==> src/rtl/video2ram_ring_if.sv <==
// RAM write-port bundle between the video capture stage and the line-buffer RAM.
interface video2ram_ring_if #(
  parameter int DATA_WIDTH = 24,
  parameter int ADDR_WIDTH = 14
);
  logic [DATA_WIDTH-1:0] wrdata;
  logic [ADDR_WIDTH-1:0] wraddr;
  logic                  wren;

  modport master (output wrdata, output wraddr, output wren);
  modport slave  (input  wrdata, input  wraddr, input  wren);
endinterface

==> src/rtl/video2ram_ring.sv <==
// Captures the active video window into a line-based ring buffer in dual-port
// RAM. Window geometry is shadowed once per frame, interlaced sources fill the
// ring once per field, and a start pulse tells the reader when enough lines
// of the current field are buffered.
module video2ram_ring #(
  parameter int DATA_WIDTH   = 24,
  parameter int ADDR_WIDTH   = 14,
  parameter int LINE_LENGTH  = 640,
  parameter int NUM_LINES    = 16,
  parameter int TRIGGER_LINE = 8,
  parameter int CW           = 12
) (
  input  logic                  clock,
  input  logic                  reset,
  input  logic [DATA_WIDTH-1:0] pixel_data,
  input  logic [CW-1:0]         counterX,
  input  logic [CW-1:0]         counterY,
  input  logic                  interlaced,
  input  logic [CW-1:0]         h_start,
  input  logic [CW-1:0]         h_end,
  input  logic [CW-1:0]         v_start,
  input  logic [CW-1:0]         v_end,
  input  logic [CW-1:0]         f2_v_start,
  input  logic [CW-1:0]         f2_v_end,
  video2ram_ring_if.master      ram,
  output logic                  starttrigger,
  output logic                  line_done,
  output logic                  field
);

  localparam int AW1 = ADDR_WIDTH + 1;
  localparam int LCW = $clog2(NUM_LINES + 1);
  localparam logic [31:0]    LL32      = 32'(LINE_LENGTH);
  localparam logic [AW1-1:0] LINE_STEP = AW1'(LINE_LENGTH);
  localparam logic [AW1-1:0] RING_END  = AW1'(NUM_LINES * LINE_LENGTH);
  localparam logic [AW1-1:0] TRIG_ADDR = AW1'(TRIGGER_LINE * LINE_LENGTH);
  localparam logic [LCW-1:0] LINE_SAT  = LCW'(NUM_LINES);

  // Shadowed window configuration
  logic          sh_interlaced;
  logic [CW-1:0] sh_h_start, sh_h_end, sh_v_start, sh_v_end;
  logic [CW-1:0] sh_f2_v_start, sh_f2_v_end;

  // Ring position of the line being captured
  logic [AW1-1:0] line_base;
  logic [LCW-1:0] line_cnt;

  // Write-port pipeline registers
  logic                  vld_p1;
  logic [ADDR_WIDTH-1:0] wraddr_p1;
  logic [DATA_WIDTH-1:0] wrdata_p1;

  // Decode of the current pixel position against the shadowed window
  logic [CW-1:0]  dx, h_width;
  logic [31:0]    line_words;
  logic           in_h, h_valid, hact, vact0, vact1, vact;
  logic           adv, fs0, fs1, write;
  logic [AW1-1:0] wsum, next_base;

  // Window decode: the line ends at h_end or at the buffer width, whichever is first
  always_comb begin
    dx         = counterX - sh_h_start;
    h_width    = sh_h_end - sh_h_start;
    h_valid    = sh_h_end > sh_h_start;
    line_words = (32'(h_width) < LL32) ? 32'(h_width) : LL32;
    in_h       = counterX >= sh_h_start;
    hact       = in_h && (counterX < sh_h_end) && (32'(dx) < LL32);
    vact0      = (counterY >= sh_v_start) && (counterY < sh_v_end);
    vact1      = sh_interlaced && (counterY >= sh_f2_v_start) && (counterY < sh_f2_v_end);
    vact       = vact0 || vact1;
    write      = hact && vact;
    adv        = vact && h_valid && in_h && (32'(dx) == line_words);
    fs0        = (counterX == '0) && (counterY == sh_v_start);
    fs1        = sh_interlaced && (counterX == '0) && (counterY == sh_f2_v_start);
    wsum       = line_base + AW1'(dx);
    next_base  = line_base + LINE_STEP;
    if (next_base >= RING_END) next_base = '0;
  end

  // Reload the window configuration at reset and at the top-left pixel of each frame
  always_ff @(posedge clock) begin
    if (reset || (counterX == '0 && counterY == '0)) begin
      sh_interlaced <= interlaced;
      sh_h_start    <= h_start;
      sh_h_end      <= h_end;
      sh_v_start    <= v_start;
      sh_v_end      <= v_end;
      sh_f2_v_start <= f2_v_start;
      sh_f2_v_end   <= f2_v_end;
    end
  end

  // Ring position, field tracking and one-cycle status pulses; field start beats line advance
  always_ff @(posedge clock) begin
    if (reset) begin
      line_base    <= '0;
      line_cnt     <= '0;
      field        <= 1'b0;
      vld_p1       <= 1'b0;
      starttrigger <= 1'b0;
      line_done    <= 1'b0;
    end else begin
      // stage p0 -> p1: registered write strobe and status pulses
      vld_p1       <= write;
      starttrigger <= write && (wsum == TRIG_ADDR) && (line_cnt < LINE_SAT);
      line_done    <= adv;
      if (fs0 || fs1) begin
        line_base <= '0;
        line_cnt  <= '0;
        field     <= !fs0;
      end else if (adv) begin
        line_base <= next_base;
        if (line_cnt < LINE_SAT) line_cnt <= line_cnt + 1'b1;
      end
    end
  end

  // Address/data capture for the RAM port; holds its value between writes
  always_ff @(posedge clock) begin
    if (reset) begin
      wraddr_p1 <= '0;
      wrdata_p1 <= '0;
    end else if (write) begin
      wraddr_p1 <= wsum[ADDR_WIDTH-1:0];
      wrdata_p1 <= pixel_data;
    end
  end

  assign ram.wren   = vld_p1;
  assign ram.wraddr = wraddr_p1;
  assign ram.wrdata = wrdata_p1;

endmodule

==> src/flat_wrapper.sv <==
// flat-port wrapper written by rule: the top's interface ports become plain ports
module video2ram_ring_flat 
#(
  parameter int DATA_WIDTH   = 24,
  parameter int ADDR_WIDTH   = 14,
  parameter int LINE_LENGTH  = 640,
  parameter int NUM_LINES    = 16,
  parameter int TRIGGER_LINE = 8,
  parameter int CW           = 12
)
  (clock, reset, pixel_data, counterX, counterY, interlaced, h_start, h_end, v_start, v_end, f2_v_start, f2_v_end, starttrigger, line_done, field, ram_wrdata, ram_wraddr, ram_wren);
  video2ram_ring_if #(.DATA_WIDTH(DATA_WIDTH), .ADDR_WIDTH(ADDR_WIDTH)) ram_i ();
  input  logic clock;
  input  logic reset;
  input  logic [DATA_WIDTH-1:0] pixel_data;
  input  logic [CW-1:0] counterX;
  input  logic [CW-1:0] counterY;
  input  logic interlaced;
  input  logic [CW-1:0] h_start;
  input  logic [CW-1:0] h_end;
  input  logic [CW-1:0] v_start;
  input  logic [CW-1:0] v_end;
  input  logic [CW-1:0] f2_v_start;
  input  logic [CW-1:0] f2_v_end;
  output logic starttrigger;
  output logic line_done;
  output logic field;
  output wire logic [$bits(ram_i.wrdata)-1:0] ram_wrdata;
  output wire logic [$bits(ram_i.wraddr)-1:0] ram_wraddr;
  output wire logic [$bits(ram_i.wren)-1:0] ram_wren;
  assign ram_wrdata = ram_i.wrdata;
  assign ram_wraddr = ram_i.wraddr;
  assign ram_wren = ram_i.wren;
  video2ram_ring #(.DATA_WIDTH(DATA_WIDTH), .ADDR_WIDTH(ADDR_WIDTH), .LINE_LENGTH(LINE_LENGTH), .NUM_LINES(NUM_LINES), .TRIGGER_LINE(TRIGGER_LINE), .CW(CW)) u_core (.clock(clock), .reset(reset), .pixel_data(pixel_data), .counterX(counterX), .counterY(counterY), .interlaced(interlaced), .h_start(h_start), .h_end(h_end), .v_start(v_start), .v_end(v_end), .f2_v_start(f2_v_start), .f2_v_end(f2_v_end), .ram(ram_i), .starttrigger(starttrigger), .line_done(line_done), .field(field));
endmodule
==> config.mk <==
export PLATFORM = sky130hd
export DESIGN_NAME = video2ram_ring_flat
export DESIGN_NICKNAME = d
export VERILOG_FILES = /design/src/rtl/video2ram_ring_if.sv /design/src/rtl/video2ram_ring.sv /design/src/flat_wrapper.sv
export SDC_FILE = /design/constraint.sdc
export NUM_CORES = 1
export LEC_CHECK = 0
export ABC_AREA = 1
export CORE_UTILIZATION = 50
export CTS_CLUSTER_SIZE = 12
export DETAILED_ROUTE_END_ITERATION = 8
export PLACE_DENSITY = 0.86
export SETUP_SLACK_MARGIN = 0.2
export SYNTH_ARGS = -nofsm -noshare
export SYNTH_HDL_FRONTEND = slang
export SYNTH_SLANG_ARGS = --single-unit
==> constraint.sdc <==
create_clock -name clock -period 14.3 [get_ports clock]
set_input_delay 2.86 -clock clock [delete_from_list [all_inputs] [get_ports clock]]
set_output_delay 2.86 -clock clock [all_outputs]
set_load 0.02 [all_outputs]
== After elaboration in Yosys (flattened, before gate mapping) ==
Index checks and enable logic that the tools add are counted.
Word-level totals
  register bits after elaboration: 135
  input bits: 123
  output and inout port bits: 42
  logic and storage cells: 60
Cells by class
  $add $sub $neg: 5
  magnitude comparators: 11
  equality and inequality tests: 4
  muxes and demuxes: 2
  reductions and logical operators: 23
Operators with widths (number)
  >= comparator 12 bit: 3
  < comparator 12 bit: 3
  equality test 12 x 32 -> 1 bit: 1
  equality test 12 bit: 2
  zero test 12 bit: 2
  < comparator 12 x 10 -> 1 bit (second input constant): 2
  subtractor 12 bit: 2
  adder 15 x 10 -> 15 bit (second input constant): 1
  adder 15 x 12 -> 15 bit: 1
  equality test 15 x 13 -> 1 bit (second input constant): 1
  >= comparator 15 x 14 -> 1 bit (second input constant): 1
  logical AND 1 bit: 15
  two-way mux 15 bit: 1
  greater-than comparator 12 bit: 1
  two-way mux 12 bit: 1
  adder 5 x 1 -> 5 bit (second input constant): 1
  < comparator 5 bit (second input constant): 1
  logical OR 1 bit: 3
  AND reduction 2 bit: 1
  OR reduction 2 bit: 1
  zero test 1 bit: 1

== Depth between registers and ports, before layout ==
Gate-level depths: netlist of run 1.
  depth in word-level cells: 8
  mapped depth: 24
  depth with buffers taken out: 22

== Least setup slack after synthesis of run 1 ==
No wires, ideal clock.
  kind: input to register
  start point: input port counterX[5]
  end point: register u_core.sh_f2_v_end[0] (enable)
  library setup time: 0.605 ns
  arrival time: 8.409 ns
  setup slack: 5.286 ns
  stages on the path: 3
  path buffers: 0
  path through: nor4_1 nand3_1 o21ai_0
Between the ends
  cells in the longest elaborated chain, start to end: 3
RTL lines
  start, declared: line flat_wrapper.sv:16  | input logic [CW-1:0] counterX;
  zero test 12 bit: line video2ram_ring.sv:82  | if (reset || (counterX == '0 && counterY == '0)) begin
  logical AND 1 bit: line video2ram_ring.sv:82
  logical OR 1 bit: line video2ram_ring.sv:82
  end signal, assigned: line video2ram_ring.sv:89  | sh_f2_v_end <= f2_v_end;
  end, declared: line video2ram_ring.sv:42  | logic [CW-1:0] sh_f2_v_start, sh_f2_v_end;
No other way between the ends.
A chain may end at the register's enable or synchronous reset.

== Final worst setup path of run 1 ==
  start point: input port counterX[0]
  end point: register u_core.starttrigger
Between the ends
  cells in the longest elaborated chain, start to end: 6
RTL lines
  parallel branches: the longest is 4 deep, another holds adder 15 x 12 -> 15 bit
  logical AND 1 bit (*) (2 in a row): line video2ram_ring.sv:105  | starttrigger <= write && (wsum == TRIG_ADDR) && (line_cnt < LINE_SAT);
  end signal, assigned: line video2ram_ring.sv:105
  end, declared: line video2ram_ring.sv:26  | output logic starttrigger,
Every way passes the cells marked *.

==> summary.md, run 1 <==
| Metric | Value |
|---|---|
| Total number of yosys warnings | `0` |
| Cell Pwr Density | `between 100 and 150 mW/mm²` |
| Leakage | `approximately 4.8 nW` |
| Via count | `7119` |
| Buffer and inverter count on the worst path | `4` |
| WL final | `~20000 µm` |
| Post-synth EDFFs | `73` |
| Reg clk slew, reported paths | `50 ps` |
| FFs w/ async S/R, synth | `0%` |
| Most used cell, CP | `nand2_1` |
| Share of cells above drive strength 1 | `under 10%` |
| Root buf cell | `clkbuf_16` |
| Largest area contributor in the netlist | `edfxtp_1` |
| Setup-failing EPs final | `0` |
| Fillers | `1308` |
| Highest metal used | `met4` |
| Ys flop type | `edfxtp_1` |
| Worst R2R Start | `u_core.sh_h_start[0]` |
| Met1 WL | `between 8000 and 9000 µm` |
| Sequential area share after synthesis | `40.8%` |
| Slowest-stage cell, CP | `clkdlybuf4s50_1` |
| DRC | `0` |
| Slew @ Worst Pin | `just over 900 ps` |
| Setup Skew | `5.75 ps` |
| Xor/xnor cell area share of the yosys netlist | `about 2.7%` |
| RSZ-0062 raised after global routing | `false` |
| Min-delay src | `u_core.ram.wraddr[2]` |
| Setup_tns | `0 ps` |
| Post-Synth Adder-Cell Area | `between 10% and 20%` |
| Fmax | `160 MHz` |
| Synth unique cells | `40` |
| GPL Wtd Cong | `just under 1` |
| Diode count | `0` |
| Critical Path Source Type | `input pin` |
| Largest family of logic cells by synthesized area | `simple AND/OR/NAND/NOR gates` |
| Status | `complete, no violations` |
| # IOs | `around 170` |
| Starting density of the core | `51.0%` |
| Worst-Skew Late Latency | `410 ps` |
| Fin area | `0.0104 mm²` |
| Multi-input gate area | `0.00407 mm²` |
| Synth-to-layout area growth | `29.4%` |
| Routed length per instance | `14.1 µm` |
| CTS hold repair buffers | `0` |
| Delay-heaviest family, CP | `simple AND/OR/NAND/NOR gates` |
| Initial antenna violation count | `0` |
| Crit. Startpoint | `counterX[0]` |
| Fin crit share | `43.8%` |
| Max Slew Vio Count | `0` |
| Max-cap viol count | `0` |
| Maximum number of pins on one net before global-route repair | `45` |
| Vias in the first global route | `6934` |
| Worst-path fanout max | `4` |
| Final worst slack | `~8000 ps` |
| CP peak stage delay | `450 ps` |
| Crit Path Class | `in2reg` |
| Cell count after placement | `approximately 1400` |
| Layout Nets | `roughly 1400` |
| Syn avg cell area | `between 8 and 9 µm²` |
| Die X | `129 µm` |
| Core Rows | `46` |
| Total power | `1.11 mW` |
| CTS tree | `built` |
| TritonCTS buffer count | `17` |
| Crit path cell chain | `clkdlybuf4s50_1 > inv_1 > ha_1 > inv_1 > fa_1 > nand2_1 > nand2_1 > o21ai_1 > o21ai_1 > xor2_1 > inv_2 > ha_1 > nand2_1 > nand2_1 > a21oi_1 > o21bai_1 > xor2_1 > nor3_1 > nand3b_1 > or2_2 > nor3_1 > nand4_1 > nor2_1` |
| Core box area | `0.0158 mm²` |
| Area of the mapped netlist | `0.00807 mm²` |
| Post-Synth Simple-Gate Area | `25.1%` |
| Initial DRT Pass Iterations | `5` |
| Clock Path Buffers | `2` |
| Routed length on met3 | `1350 µm` |
| Area share of the largest cell type after synthesis | `27.2%` |
| Met2 routed WL | `approximately 9600 µm` |
| Gr ovfl total | `0` |
| Total GRT Usage | `about a quarter` |
| Remaining antenna violation count | `0` |
| Max-slew headroom | `between 30% and 40%` |
| Placement Cell Area | `0.00991 mm²` |
| Die H | `~130 µm` |
| Layout Cells excl Fill | `1396` |
| Yosys reg bits | `128` |
| Post-synthesis instance total | `997` |
| Buffers on Ports | `164` |
| Period minus WS final | `6270 ps` |
| Syn nets | `1212` |
| Final hold violation count | `0` |
| Sink Count | `128` |
| Vias per cell | `5.10` |
| Initial DRC count | `318` |
| Crit path DAT | `6620 ps` |
| Post_cts resized | `0` |
| Hold crit path type | `reg2reg` |
| Synth Area in Compound Gates | `under 10%` |
| Final hold slack | `479 ps` |
| CP endpoint kind | `register` |
| First-pass GRT wire length | `~32000 µm` |
| Dpl ws | `7610 ps` |
| Sequential cell area | `0.00329 mm²` |
| Required time worst endpoint | `14650 ps` |
| Top cells by area, synth | `edfxtp_1 27%, ha_1 14%, dfxtp_1 14%` |
| DIE AREA | `0.0167 mm²` |
| Worst vdd ir | `81.5 µV` |
| Detailed placer's ending HPWL | `15500 µm` |
| H-tree levels | `4` |
| Final core utilization | `66.0%` |
| Multiplexer share of the synthesized area | `0%` |
| Setup bufs post-CTS | `0` |
## cell usage after synthesis, types with 5 or more instances
cell type and count:
nand2_1 185, inv_1 156, nor2_1 140, ha_1 90, edfxtp_1 73, o21ai_0 62, dfxtp_1 55, a21oi_1 43
nand3_1 34, nand4_1 30, xor2_1 19, nor3_1 15, nand2_2 11, nor4_1 9, clkbuf_1 8, inv_2 7
nand3b_1 7, xnor2_1 6, nand3_2 5
## registers in the layout (all words and copies together), names as in the netlist
name                  flops
u_core.ram.wrdata        24
u_core.ram.wraddr        14
u_core.sh_f2_v_end       12
u_core.sh_f2_v_start     12
u_core.sh_h_end          12
u_core.sh_h_start        12
u_core.sh_v_end          12
u_core.sh_v_start        12
u_core.line_base          8
u_core.line_cnt           5
u_core.field              1
u_core.line_done          1
u_core.ram.wren           1
u_core.sh_interlaced      1
u_core.starttrigger       1
## cells by family (layout without fill, tap and decap cells)
family          count (synthesis)  after routing
flops                         128            128
fa+ha+maj                      92             92
compound gates                121            121
simple gates                  451            451
other cells                     1              1
buf+inv                       179            362
xor+xnor                       25             25
## power breakdown
group / leakage [nW] / internal [mW] / switching, mW / total, mW
clock network: 0.268 / 0.239 / 0.158 / 0.397
registers: 1.16 / 0.412 / 0.00748 / 0.420
logic: 3.39 / 0.118 / 0.179 / 0.297
total: 4.81 / 0.769 / 0.344 / 1.11
## per-layer routing
layer  global-route usage [%]  vias to the layer above
met1                     28.7                     3220
met5                        0                        -
li1                         -                     3616
met2                     44.5                      239
met4                     11.3                        0
met3                     6.11                       44
## path summary, 6_finish.rpt
path                          end  slack, ps  cells after the start
max           u_core.starttrigger       8030                     23
min          u_core.ram.wraddr[2]        480                      2
max reg2reg   u_core.starttrigger      10660                     21
min reg2reg  u_core.ram.wraddr[2]        480                      2
## final cells by class
type                       count  area share [%]
timing repair buffer         167            15.9
inverter                     163            5.86
tap                          216            2.59
clock inverter                11           0.874
multi-input combinational    690            39.0
clock buffer                  21            4.25
sequential                   128            31.5
## worst min-delay path, stage by stage, from the launching register on
cell and delay (ps):
dfxtp_1 320, nor2_1 50, nor2_1 80
## placed cells by master, fill, tap and decap left out, types with 4 or more instances in the layout
cell type,instances
xnor2_1,6
nand3b_1,7
nor4_1,9
o21ai_1,4
inv_2,7
nand2_2,11
a21oi_1,43
edfxtp_1,73
nand3_1,34
nand2_1,185
nor2_1,140
clkinv_2,6
inv_1,156
clkdlybuf4s50_1,164
clkbuf_16,17
nor3_1,15
ha_1,90
o21ai_0,61
xor2_1,19
o21bai_1,4
nand4_1,30
dfxtp_1,55
nand3_2,5
No activity file was read; power rests on OpenSTA's default activity.
==> run 2, diff against run 1 <==
- CORE_UTILIZATION: 50 -> 47
- PLACE_DENSITY: 0.86 -> 0.85
- clock period: 14.3 -> 5.6 ns (I/O delays scaled with it)
==> run 2 against run 1 <==
Register-to-register slack got worse by 8700 ps. Worst setup slack got worse by 7000 ps. Via count increased by 0.46%. Combinational power grew to 2.6 times the previous value. First-iteration DRC count up 41%. Highest routed layer unchanged.
==> summary.md, run 2 (synthesized netlist as in run 1, its figures left out) <==
| Metric | Value |
|---|---|
| Hold crit path type | `reg2reg` |
| Slowest-stage cell, CP | `clkdlybuf4s50_1` |
| Remaining antenna violation count | `0 (unchanged)` |
| Core box area | `0.0167 mm² (+5.5%)` |
| CTS tree | `built` |
| Post_cts resized | `0 (unchanged)` |
| Crit Path Class | `in2reg` |
| CP endpoint kind | `register` |
| Routed length per instance | `14.2 µm (+0.65%)` |
| Required time worst endpoint | `5960 ps (-8690 ps)` |
| Layout Cells excl Fill | `1403 (+0.50%)` |
| Share of cells above drive strength 1 | `6.42% (+0.32 points)` |
| Worst-Skew Late Latency | `420 ps (about the same)` |
| Diode count | `0 (unchanged)` |
| Slew @ Worst Pin | `738 ps (-198 ps)` |
| Worst-path fanout max | `4 (unchanged)` |
| Starting density of the core | `48.3% (-2.7 points)` |
| Worst Reg2Reg Path Length in Cells | `21 (unchanged)` |
| CP peak stage delay | `460 ps (about the same)` |
| WL final | `19900 µm (+1.2%)` |
| # IOs | `165 (unchanged)` |
| Buffer and inverter count on the worst path | `4 (unchanged)` |
| Crit path cell chain | `clkdlybuf4s50_1 > inv_1 > ha_1 > inv_1 > fa_1 > nand2_1 > nand2_1 > o21ai_1 > o21ai_1 > xor2_1 > inv_2 > ha_1 > nand2_1 > nand2_1 > a21oi_1 > o21bai_1 > xor2_1 > nor3_1 > nand3b_1 > or2_2 > nor3_1 > nand4_1 > nor2_1` |
| Sink Count | `128 (unchanged)` |
| Crit path DAT | `4900 ps (-1720 ps)` |
| Final core utilization | `62.7% (-3.3 points)` |
| Worst R2R End | `u_core.starttrigger` |
| Total GRT Usage | `23.6% (-1.5 points)` |
| Buffers on Ports | `164 (unchanged)` |
| Most used cell, CP | `nand2_1` |
| Via count | `7152 (+0.46%)` |
| Power share of the clock group | `35.4% (-0.3 points)` |
| Setup bufs post-CTS | `0 (unchanged)` |
| Initial antenna violation count | `0 (unchanged)` |
| Worst R2R Start | `u_core.sh_h_start[0]` |
| Leakage | `4.83 nW (+0.32%)` |
| TritonCTS buffer count | `17 (unchanged)` |
| Status | `complete, no violations` |
| Vias in the first global route | `6852 (-1.2%)` |
| Max-cap viol count | `0 (unchanged)` |
| Initial DRC count | `448 (+41%)` |
| Worst hold path cell count | `2 (unchanged)` |
| Commonest non-fill, non-tap cell in the layout | `nand2_1` |
| Layout Nets | `1385 (+0.22%)` |
| Max-slew headroom | `50.7% (+13 points)` |
| Delay-heaviest family, CP | `simple AND/OR/NAND/NOR gates` |
| First-pass GRT wire length | `32700 µm (+1.6%)` |
| R2R Setup Slk | `1950 ps (-8710 ps)` |
| Register share of total power | `37.8% (about the same)` |
| Worst vdd ir | `214 µV (+160%)` |
| DIE AREA | `0.0177 mm² (+6.3%)` |
| WHS Endpoint | `u_core.ram.wraddr[10]` |
| Die H | `133 µm (+3.1%)` |
| Most frequent cells in the layout | `185 x nand2_1, 164 x clkdlybuf4s50_1, 156 x inv_1, 140 x nor2_1, 90 x ha_1` |
| Setup Skew | `9.95 ps (+4.20 ps)` |
| Fillers | `1469 (+12%)` |
| Cell Pwr Density | `271 mW/mm² (+150%)` |
| Vias per cell | `5.10 (about the same)` |
| Clock Path Buffers | `2 (unchanged)` |
| GPL Wtd Cong | `0.883 (-9.7%)` |
| H-tree levels | `4 (unchanged)` |
| Maximum number of pins on one net before global-route repair | `47 (+4.4%)` |
| Final hold violation count | `0 (unchanged)` |
| Detailed placer's ending HPWL | `15600 µm (+0.29%)` |
| Period minus WS final | `4550 ps` |
| Final hold slack | `480 ps (+0.759 ps)` |
| Min-delay src | `u_core.ram.wraddr[10]` |
| Internal | `1.95 mW (+150%)` |
| Setup_tns | `0 ps (unchanged)` |
| Critical Path Source Type | `input pin` |
| Synth-to-layout area growth | `29.7%` |
| Logic pwr share | `26.9% (+0.3 points)` |
| Fmax | `220 MHz` |
| Cell count after placement | `1371 (+0.51%)` |
| Max reg flops | `24 (unchanged)` |
| Root buf cell | `clkbuf_16` |
| RSZ-0062 raised after global routing | `false` |
| DRC | `0 (unchanged)` |
| Core Rows | `47 (+2.2%)` |
| Net Switching | `0.893 mW (+160%)` |
| Gr ovfl total | `0 (unchanged)` |
| Setup-failing EPs final | `0 (unchanged)` |
| Die X | `133 µm (+3.1%)` |
| Reg clk slew, reported paths | `50 ps (about the same)` |
| Sw Share | `31.4% (+0.53 points)` |
| Total power | `2.84 mW (+150%)` |
| Fin crit share | `81.2%` |
| Max Slew Vio Count | `0 (unchanged)` |
| Initial DRT Pass Iterations | `5 (unchanged)` |
| CTS hold repair buffers | `0 (unchanged)` |
==> run 2: power groups by stage <==
| stage | combinational, mW | sequential [mW] | clock (mW) |
|---|---|---|---|
| 5_1_grt | 0.854 | 1.08 | 1.07 |
| 3_3_place_gp | 0.730 | 1.09 | 0 |
| 4_1_cts | 0.754 | 1.07 | 1.02 |
| 6_report | 0.762 | 1.07 | 1.00 |
| 3_5_place_dp | 0.748 | 1.09 | 0 |
| 2_1_floorplan | 0.501 | 1.10 | 0 |
==> run 2: worst max path at each step <==
stage               cells after the start         from  slack [ps]                     to
finish                                 23  counterX[0]        1050    u_core.starttrigger
global route                           23  counterX[0]         700    u_core.starttrigger
CTS                                    23  counterX[0]        1120    u_core.starttrigger
detailed placement                     23  counterX[0]         680    u_core.starttrigger
global placement                       23  counterX[0]         760    u_core.starttrigger
floorplan                               3  counterX[5]         300  u_core.sh_f2_v_end[0]
==> run 2: layout make-up <==
| class | count | area, µm² | share of cell area, % |
|---|---|---|---|
| multi-input cells | 690 | 4070 | 38.9 |
| well taps | 220 | 275 | 2.63 |
| flip-flops and latches | 128 | 3290 | 31.5 |
| inverters | 163 | 612 | 5.84 |
| clock inverters | 10 | 62.6 | 0.598 |
| clock buffers | 22 | 468 | 4.47 |
| repair buffers | 170 | 1690 | 16.1 |
==> run 2: worst reg2reg max path, delay by kind of cell, from the launching register on <==
family	cells	cell delay (ps)
flip-flops	1	350
adder cells (fa/ha/maj)	3	870
XOR/XNOR	2	430
AND/OR/NAND/NOR	10	1120
buffers and inverters	2	170
AO/OA/AOI/OAI	4	640
==> run 2: stage by stage <==
stage,cell area [µm²],setup WS (ps)
after global routing,10500,702
after floorplan,8070,298
final,10500,1050
after CTS,10500,1120
after global placement,9940,762
after detailed placement,9940,678
==> run 2: per-layer routing <==
layer | global-route usage [%] | vias to the layer above | wire length, µm
li1 | - | 3632 | -
met1 | 29.4 | 3219 | 9000
met5 | 0 | - | 0
met4 | 9.64 | 0 | 510
met3 | 4.87 | 40 | 1070
met2 | 39.8 | 261 | 9360
==> run 3, diff against run 2 <==
- CORE_UTILIZATION: 47 -> 50
- PLACE_DENSITY: 0.85 -> 0.86
- clock period: 5.6 -> 4.5 ns (I/O delays scaled with it)
==> run 3 against run 2 <==
Clock skew decreased by 3.3 ps. Critical path type unchanged. Power up 29%. Largest power group is now the clock network. Largest cell class unchanged. Core utilization rose by 4.4 points. Highest routed layer unchanged.
==> summary.md, run 3 (synthesized netlist as in run 1, its figures left out) <==
| Metric | Value |
|---|---|
| Maximum number of pins on one net before global-route repair | `56 (+19%)` |
| Net Switching | `1.15 mW (+29%)` |
| DRC | `0 (unchanged)` |
| Leakage | `4.87 nW (+0.85%)` |
| Initial DRT Pass Iterations | `5 (unchanged)` |
| CP peak stage delay | `440 ps (-20 ps)` |
| Setup-failing EPs final | `0 (unchanged)` |
| CTS hold repair buffers | `0 (unchanged)` |
| Sink Count | `128 (unchanged)` |
| Status | `complete, no violations` |
| Max-slew headroom | `55.0% (+4.2 points)` |
| Vias in the first global route | `6926 (+1.1%)` |
| Root buf cell | `clkbuf_16` |
| Logic pwr share | `26.7% (-0.2 points)` |
| Via count | `7177 (+0.35%)` |
| Crit path DAT | `4430 ps (-470 ps)` |
| Crit. Startpoint | `counterX[0]` |
| Die X | `129 µm (-3.0%)` |
| Slew @ Worst Pin | `673 ps (-65.0 ps)` |
| Routed length per instance | `14.4 µm (+1.4%)` |
| Commonest non-fill, non-tap cell in the layout | `nand2_1` |
| Gr ovfl total | `0 (unchanged)` |
| Setup Skew | `6.68 ps (-3.27 ps)` |
| Cell Pwr Density | `345 mW/mm² (+27%)` |
| Final core utilization | `67.1% (+4.4 points)` |
| Crit Path Class | `in2reg` |
| Diode count | `0 (unchanged)` |
| Fin area | `0.0106 mm² (+1.4%)` |
| Clock Path Buffers | `2 (unchanged)` |
| Required time worst endpoint | `4870 ps (-1090 ps)` |
| Core box area | `0.0158 mm² (-5.2%)` |
| Most frequent cells in the layout | `185 x nand2_1, 164 x clkdlybuf4s50_1, 156 x inv_1, 139 x nor2_1, 90 x ha_1` |
| Worst-path fanout max | `4 (unchanged)` |
| Layout Nets | `1392 (+0.51%)` |
| CP endpoint kind | `register` |
| Max Slew Vio Count | `0 (unchanged)` |
| Critical Path Source Type | `input pin` |
| Crit path cell chain | `clkdlybuf4s50_1 > inv_1 > ha_1 > inv_1 > fa_1 > nand2_1 > nand2_1 > o21ai_4 > o21ai_4 > xor2_2 > inv_2 > ha_1 > nand2_1 > nand2_1 > a21oi_2 > o21bai_1 > xor2_1 > nor3_1 > nand3b_1 > or2_2 > nor3_2 > nand4_1 > nor2_1` |
| GPL Wtd Cong | `0.877 (-0.72%)` |
| Register share of total power | `36.4% (-1.4 points)` |
| RSZ-0062 raised after global routing | `false` |
| Placement Cell Area | `0.00999 mm² (+0.53%)` |
| Final hold violation count | `0 (unchanged)` |
| Buffers on Ports | `164 (unchanged)` |
| TritonCTS buffer count | `17 (unchanged)` |
| Internal | `2.51 mW (+29%)` |
| Fmax | `246 MHz` |
| Synth-to-layout area growth | `31.5%` |
| Min-delay src | `u_core.field` |
| DIE AREA | `0.0167 mm² (-5.9%)` |
| Worst-Skew Late Latency | `430 ps (about the same)` |
| Initial antenna violation count | `0 (unchanged)` |
| Initial DRC count | `526 (+17%)` |
| Slowest-stage cell, CP | `clkdlybuf4s50_1` |
| Share of cells above drive strength 1 | `7.48% (+1.1 points)` |
| Max reg flops | `24 (unchanged)` |
| Vias per cell | `5.10 (+0.14%)` |
| Sw Share | `31.4% (-0.094 points)` |
| Buffer and inverter count on the worst path | `4 (unchanged)` |
| Remaining antenna violation count | `0 (unchanged)` |
| Core Rows | `46 (-2.1%)` |
| Worst R2R Start | `u_core.sh_h_start[0]` |
| Total GRT Usage | `25.7% (+2.1 points)` |
| Period minus WS final | `4060 ps` |
| Most used cell, CP | `nand2_1` |
| WL final | `20300 µm (+1.6%)` |
| Reg clk slew, reported paths | `60 ps (about the same)` |
| Hold crit path type | `reg2reg` |
| H-tree levels | `4 (unchanged)` |
| Worst vdd ir | `272 µV (+27%)` |
| Starting density of the core | `51.0% (+2.7 points)` |
| # IOs | `165 (unchanged)` |
| Power share of the clock group | `36.9% (+1.5 points)` |
| CTS tree | `built` |
| First-pass GRT wire length | `32900 µm (+0.49%)` |
| Delay-heaviest family, CP | `simple AND/OR/NAND/NOR gates` |
| Detailed placer's ending HPWL | `15800 µm (+1.4%)` |
| Max-cap viol count | `0 (unchanged)` |
| Fin crit share | `90.3%` |
| Die H | `129 µm (-3.0%)` |
-- run 3: cell types whose count changed in the layout (fill, tap and decap cells not counted), moves of 3 or more --
| cell | change |
|---|---|
| buf_4 | +6 |
| clkinv_2 | -4 |
| clkinvlp_4 | +4 |
| clkinv_1 | +3 |
-- run 3: layer usage --
metal	vias to the layer above	GRT usage, %	share of wire (%)
li1	3646	-	-
met5	-	0	0
met4	0	9.55	2.2
met2	245	45.0	49
met1	3251	31.1	42
met3	35	5.41	6.5
-- run 3: power groups by stage --
stage | Combinational (mW) | Clock [mW] | Sequential [mW]
detailed placement | 0.952 | 0 | 1.36
global route | 1.10 | 1.41 | 1.34
finish | 0.978 | 1.35 | 1.33
global placement | 0.930 | 0 | 1.36
CTS | 0.961 | 1.37 | 1.34
floorplan | 0.624 | 0 | 1.37
-- run 3: final timing paths --
path                          to  slack, ps  cells after the start
max          u_core.starttrigger        440                     23
min                 u_core.field        480                      2
max reg2reg  u_core.starttrigger       1050                     21
min reg2reg         u_core.field        480                      2
-- run 3: worst reg2reg max path, cell delays in order (launching register included) --
cell	delay (ps)
edfxtp_1	400
ha_1	190
inv_1	90
fa_1	190
nand2_1	70
nand2_1	120
o21ai_4	100
o21ai_4	210
xor2_2	190
inv_2	50
ha_1	290
nand2_1	80
nand2_1	100
a21oi_2	190
o21bai_1	110
xor2_1	160
nor3_1	200
nand3b_1	90
or2_2	280
nor3_2	100
nand4_1	100
nor2_1	90
-- run 3: cell type report --
type,instances,area [µm²]
timing repair buffer,177,1750
inverter,163,612
clock buffer,18,429
sequential,128,3290
clock inverter,14,140
tap,216,270
multi-input combinational,690,4120
fill,1296,5210
-- run 3: per-stage QoR --
stage,setup TNS [ps],std cells,setup slack [ps],power (mW),hold slack (ps)
2_1_floorplan,0,997,629,1.99,443
3_3_place_gp,0,1373,46.2,2.29,450
3_5_place_dp,-57.9,1373,-57.9,2.31,469
4_1_cts,0,1405,336,3.66,483
5_1_grt,0,1406,163,3.85,493
6_report,0,1406,436,3.66,477
-- run 3: what timing repair did --
action | in CTS | in global routing
setup buffers | 0 | 1
endpoints found under the setup margin | 0 | 1
gates resized for setup | 0 | 10
